File: src/rtl/lsb_nth_bit_set_finder.sv
// lsb_nth_bit_set_finder: sequential finder for the K-th set bit of a vector.
// Each request is scanned LSB-first or MSB-first. One set bit is cleared per
// cycle until the K-th set bit is reached or the vector is exhausted.
// Ports:
//   clk, reset                  clock, asynchronous active-high reset
//   req_valid_i / req_ready_o   request handshake (ready only in IDLE)
//   vec_i, k_i, msb_first_i     request payload, sampled on acceptance
//   resp_valid_o / resp_ready_i response handshake
//   onehot_o, index_o, found_o  result in original bit order (0 when not found)
module lsb_nth_bit_set_finder #(
    parameter int unsigned WIDTH = 12,
    parameter int unsigned IDX_W = $clog2(WIDTH),
    parameter int unsigned K_W   = $clog2(WIDTH + 1)
) (
    input  logic             clk,
    input  logic             reset,
    input  logic             req_valid_i,
    output logic             req_ready_o,
    input  logic [WIDTH-1:0] vec_i,
    input  logic [K_W-1:0]   k_i,
    input  logic             msb_first_i,
    output logic             resp_valid_o,
    input  logic             resp_ready_i,
    output logic [WIDTH-1:0] onehot_o,
    output logic [IDX_W-1:0] index_o,
    output logic             found_o
);

    typedef enum logic [1:0] {
        IDLE = 2'd0,
        SCAN = 2'd1,
        DONE = 2'd2
    } state_t;

    state_t           state;
    logic [WIDTH-1:0] work;
    logic [K_W-1:0]   k_q;
    logic             msb_q;
    logic [K_W-1:0]   cnt;
    logic [WIDTH-1:0] onehot_q;
    logic [IDX_W-1:0] index_q;
    logic             found_q;
    logic             resp_valid_q;

    logic [WIDTH-1:0] lsb_c;
    logic [WIDTH-1:0] hit_onehot_c;
    logic [IDX_W-1:0] hit_index_c;
    logic [K_W-1:0]   cnt_next_c;

    // Mirror a vector end-for-end (MSB-first scan works on the reversed copy)
    function automatic logic [WIDTH-1:0] bit_rev(input logic [WIDTH-1:0] v);
        logic [WIDTH-1:0] r;
        r = '0;
        for (int i = 0; i < int'(WIDTH); i++) begin
            r[i] = v[int'(WIDTH) - 1 - i];
        end
        return r;
    endfunction

    // Binary encode of a one-hot vector
    function automatic logic [IDX_W-1:0] encode(input logic [WIDTH-1:0] v);
        logic [IDX_W-1:0] e;
        e = '0;
        for (int i = 0; i < int'(WIDTH); i++) begin
            if (v[i]) begin
                e = e | IDX_W'(i);
            end
        end
        return e;
    endfunction

    // Lowest set bit of the working copy, mapped back to original bit order
    always_comb begin
        lsb_c        = work & (~work + WIDTH'(1));
        hit_onehot_c = msb_q ? bit_rev(lsb_c) : lsb_c;
        hit_index_c  = encode(hit_onehot_c);
        cnt_next_c   = cnt + K_W'(1);
    end

    // Control FSM with registered response outputs
    always_ff @(posedge clk or posedge reset) begin
        if (reset) begin
            state        <= IDLE;
            work         <= '0;
            k_q          <= '0;
            msb_q        <= 1'b0;
            cnt          <= '0;
            onehot_q     <= '0;
            index_q      <= '0;
            found_q      <= 1'b0;
            resp_valid_q <= 1'b0;
        end else begin
            case (state)
                IDLE: begin
                    if (req_valid_i) begin
                        // A zero rank is loaded as an empty vector so it leaves
                        // through the not-found exit one edge later.
                        work  <= (k_i == '0) ? '0
                                 : (msb_first_i ? bit_rev(vec_i) : vec_i);
                        k_q   <= k_i;
                        msb_q <= msb_first_i;
                        cnt   <= '0;
                        state <= SCAN;
                    end
                end
                SCAN: begin
                    if (work == '0) begin
                        onehot_q     <= '0;
                        index_q      <= '0;
                        found_q      <= 1'b0;
                        resp_valid_q <= 1'b1;
                        state        <= DONE;
                    end else begin
                        cnt  <= cnt_next_c;
                        work <= work & ~lsb_c;
                        if (cnt_next_c == k_q) begin
                            onehot_q     <= hit_onehot_c;
                            index_q      <= hit_index_c;
                            found_q      <= 1'b1;
                            resp_valid_q <= 1'b1;
                            state        <= DONE;
                        end
                    end
                end
                DONE: begin
                    // Data outputs keep their last values after the handshake
                    if (resp_ready_i) begin
                        resp_valid_q <= 1'b0;
                        state        <= IDLE;
                    end
                end
                default: begin
                    state <= IDLE;
                end
            endcase
        end
    end

    assign req_ready_o  = (state == IDLE);
    assign resp_valid_o = resp_valid_q;
    assign onehot_o     = onehot_q;
    assign index_o      = index_q;
    assign found_o      = found_q;

endmodule

File: config.mk
export PLATFORM = sky130hd
export DESIGN_NAME = lsb_nth_bit_set_finder
export DESIGN_NICKNAME = d
export VERILOG_FILES = /design/src/rtl/lsb_nth_bit_set_finder.sv
export SDC_FILE = /design/constraint.sdc
export NUM_CORES = 1
export LEC_CHECK = 0
export CORE_AREA = 2 2 79 66
export CTS_CLUSTER_DIAMETER = 60
export DETAILED_ROUTE_END_ITERATION = 16
export DIE_AREA = 0 0 81 68
export PLACE_DENSITY = 0.82
export SLEW_MARGIN = 10
export SYNTH_ARGS = -nofsm -noshare
export SYNTH_HDL_FRONTEND = slang
export SYNTH_SLANG_ARGS = --single-unit
File: constraint.sdc
create_clock -name clk -period 2.3 [get_ports clk]
set_input_delay 0.46 -clock clk [delete_from_list [all_inputs] [get_ports clk]]
set_output_delay 0.46 -clock clk [all_outputs]
set_load 0.01 [all_outputs]
==> metrics <==
Worst Path Max Fanout 16; Worst-path clk slew about 70 ps; layout cells sized above 1 approximately an eighth; post-CTS setup buffers 0; Yosys cell types between 40 and 50; internal power between 2 and 2.5 mW; Syn-to-layout area delta 26.79%; Worst setup EP type flip-flop; final period utilization between 90 and 100%; startpoint types flip-flop; total CTS buffers 5; VDD IR-drop max ~570 uV; first-pass GRT wire length just under 9000 um; CP required roughly 2500 ps; Core ar. about 4800 um2; Worst slew margin 65.74%; cells after synthesis about 230; Die ar. between 5000 and 6000 um2; Power Total roughly 4.2 mW; wire per inst between 15 and 20 um; Antenna diodes 0; crit path max-delay cell type or4_1; grt ovf 0; synthesized area 2302 um2; final setup vio count 0; Final Hold Fails 0; PwrDens around 1500 nW/um2; CP Class flip-flop to flip-flop; Fmax achieved about 470 MHz; die height about 68 um; Worst EP arrival 2310 ps; Initial Util 48.19%; fin crit period between 2000 and 2500 ps; placed inst area between 2000 and 3000 um2; port buffer count 39; Vias 2002; vias in the first global route 1865; DRT antenna net count 0; setup_tns 0 ps; post-synthesis sequential element count 41; Slew @ Worst Pin 506.8 ps; Leakage 1.229 nW; max-slew violation count 0; Fillers 418; clock skew between 4 and 5 ps; Comb power frac 59.3%; GPL Wtd Cong 0.9255; switching share of power 43.61%; FFs w/ async S/R, synth between 90% and 100%; Max clock buf depth 2; fin area slightly below 3000 um2; HP Class flip-flop to flip-flop; EDFF count, synth 0; P_sw around 1.8 mW; first drt pass iteration count 4; Syn Nets ~260; max incr delay on CP between 600 and 700 ps; # IOs 40; clock root buffer clkbuf_8; H-tree depth 2; std cell rows 23; synth warn 0; largest net degree at the start of global routing 42; CTS tree built; syn avg cell area between 9 and 10 um2; vias per cell between 5 and 6; Clk pwr share 10.5%; outcome complete, no violations; Detail Placement HPWL roughly 4000 um; RSZ-0062 raised after global routing false; sequential fraction of the synthesis area 44.57%; NumNets Final ~300; initial drt markers 213; Residual DRC 0; ys flop type dfrtp_1; Die Width roughly 81 um; total wire length roughly 5400 um; Reg power frac a little under a third; CTS sink cnt 41; Skew-Pair Late Insertion Delay approximately 290 ps; sequence of cells on the critical path or4_1, nor3_1, o21ai_1, buf_4, a211o_1; hold buffer count at cts 0; max_cap viols 0; initial antenna violation count 0; GRT Util Overall 21.53%
==> what timing repair did <==
item,CTS,global route
endpoints found under the hold margin,0,0
endpoints found under the setup margin,0,2
resized for setup,0,1
==> layer usage <==
metal	global-route usage (%)	vias to the layer above	share of wire [%]	wire length, um
li1	-	965	-	-
met5	0	-	0	0
met4	7.839	0	1.2	66
met3	3.826	7	8.7	465
met2	33.88	101	45	2434
met1	30.00	929	45	2401
==> layout by cell type (no fill, tap or decap), drive strengths merged, types with 3 or more instances in the layout <==
| cell type | Yosys | layout |
|---|---|---|
| dfrtp | 41 | 41 |
| clkdlybuf4s50 | 0 | 39 |
| o21ai | 32 | 32 |
| buf | 6 | 18 |
| mux2i | 17 | 17 |
| nor2 | 15 | 15 |
| nand2 | 14 | 14 |
| nor3 | 10 | 10 |
| a21oi | 8 | 8 |
| clkbuf | 11 | 8 |
| nand3 | 6 | 6 |
| o2bb2ai | 6 | 6 |
| mux2 | 5 | 5 |
| nor2b | 4 | 4 |
| nand2b | 4 | 4 |
| inv | 4 | 4 |
| a32o | 4 | 4 |
| a22o | 4 | 4 |
| nor4 | 3 | 3 |
| xor2 | 3 | 3 |
| nand3b | 3 | 3 |
| or4 | 3 | 3 |
| nor4b | 3 | 3 |
| or3 | 3 | 3 |
==> power groups by stage <==
stage	clock network (mW)	registers (mW)	logic, mW
after floorplan	0	1.29	1.63
after global placement	0	1.27	2.41
after detailed placement	0	1.29	2.46
after CTS	0.460	1.28	2.48
after global routing	0.486	1.32	2.75
final	0.444	1.28	2.51
==> cells by family after synthesis <==
logic type / share of synthesized area, %
buffers and inverters: 4.456
adder cells (fa/ha/maj): 0.5434
flip-flops: 44.57
XOR/XNOR: 2.881
multiplexers: 9.837
AND/OR/NAND/NOR: 16.74
AO/OA/AOI/OAI: 20.98
==> final timing paths <==
path | startpoint | endpoint | slack, ps | cells after the start
worst min register to register | onehot_o[4] | onehot_o[4] | 490 | 1
min in group asynchronous | reset | index_o[1] | 600 | 3
worst max-delay path | work[4] | index_o[0] | 160 | 5
max in group asynchronous | reset | cnt[0] | 1340 | 3
worst min-delay path | onehot_o[4] | onehot_o[4] | 490 | 1
worst max register to register | work[4] | index_o[0] | 160 | 5
==> final cells by class <==
cell class                 instances  area, um2  area share (%)
sequential                        41       1026           35.15
timing repair buffer              57      538.0           18.43
multi-input combinational        171       1179           40.38
clock buffer                       8      80.08           2.743
inverter                           5      18.77          0.6429
tap                               62      77.57           2.658
==> flip-flops by register name, indices dropped and copies added, names as in the netlist <==
register	cells
index_o	4
found_o	1
work	12
cnt	4
onehot_o	12
k_q	4
resp_valid_o	1
state	2
msb_q	1
==> worst max-delay path, delay by kind of cell, from the launching register on <==
kind | cells | cell delay, ps
AO/OA/AOI/OAI | 2 | 420
flip-flops | 1 | 380
buffers and inverters | 1 | 220
AND/OR/NAND/NOR | 2 | 1010
==> cells in the mapped netlist, types with 5 or more instances <==
| cell type | number | area share (%) |
|---|---|---|
| dfrtp_1 | 41 | 45 |
| o21ai_0 | 18 | 3.9 |
| mux2i_1 | 17 | 7.4 |
| nor2_1 | 15 | 2.4 |
| nand2_1 | 14 | 2.3 |
| o21ai_1 | 14 | 3.0 |
| clkbuf_1 | 11 | 1.8 |
| nor3_1 | 10 | 2.2 |
| a21oi_1 | 8 | 1.7 |
| nand3_1 | 6 | 1.3 |
| o2bb2ai_1 | 6 | 2.3 |
| mux2_2 | 5 | 2.4 |
==> through the flow <==
step	cells	util, %	worst slack [ps]	hold slack [ps]
finish	344	61.11	163.5	489.2
global route	344	61.11	45.23	518.9
CTS	344	61.00	99.51	498.9
detailed placement	336	59.32	111.0	478.6
global placement	336	59.32	168.0	462.6
floorplan	234	-	201.5	482.0
(Power assumes the default switching activity.)
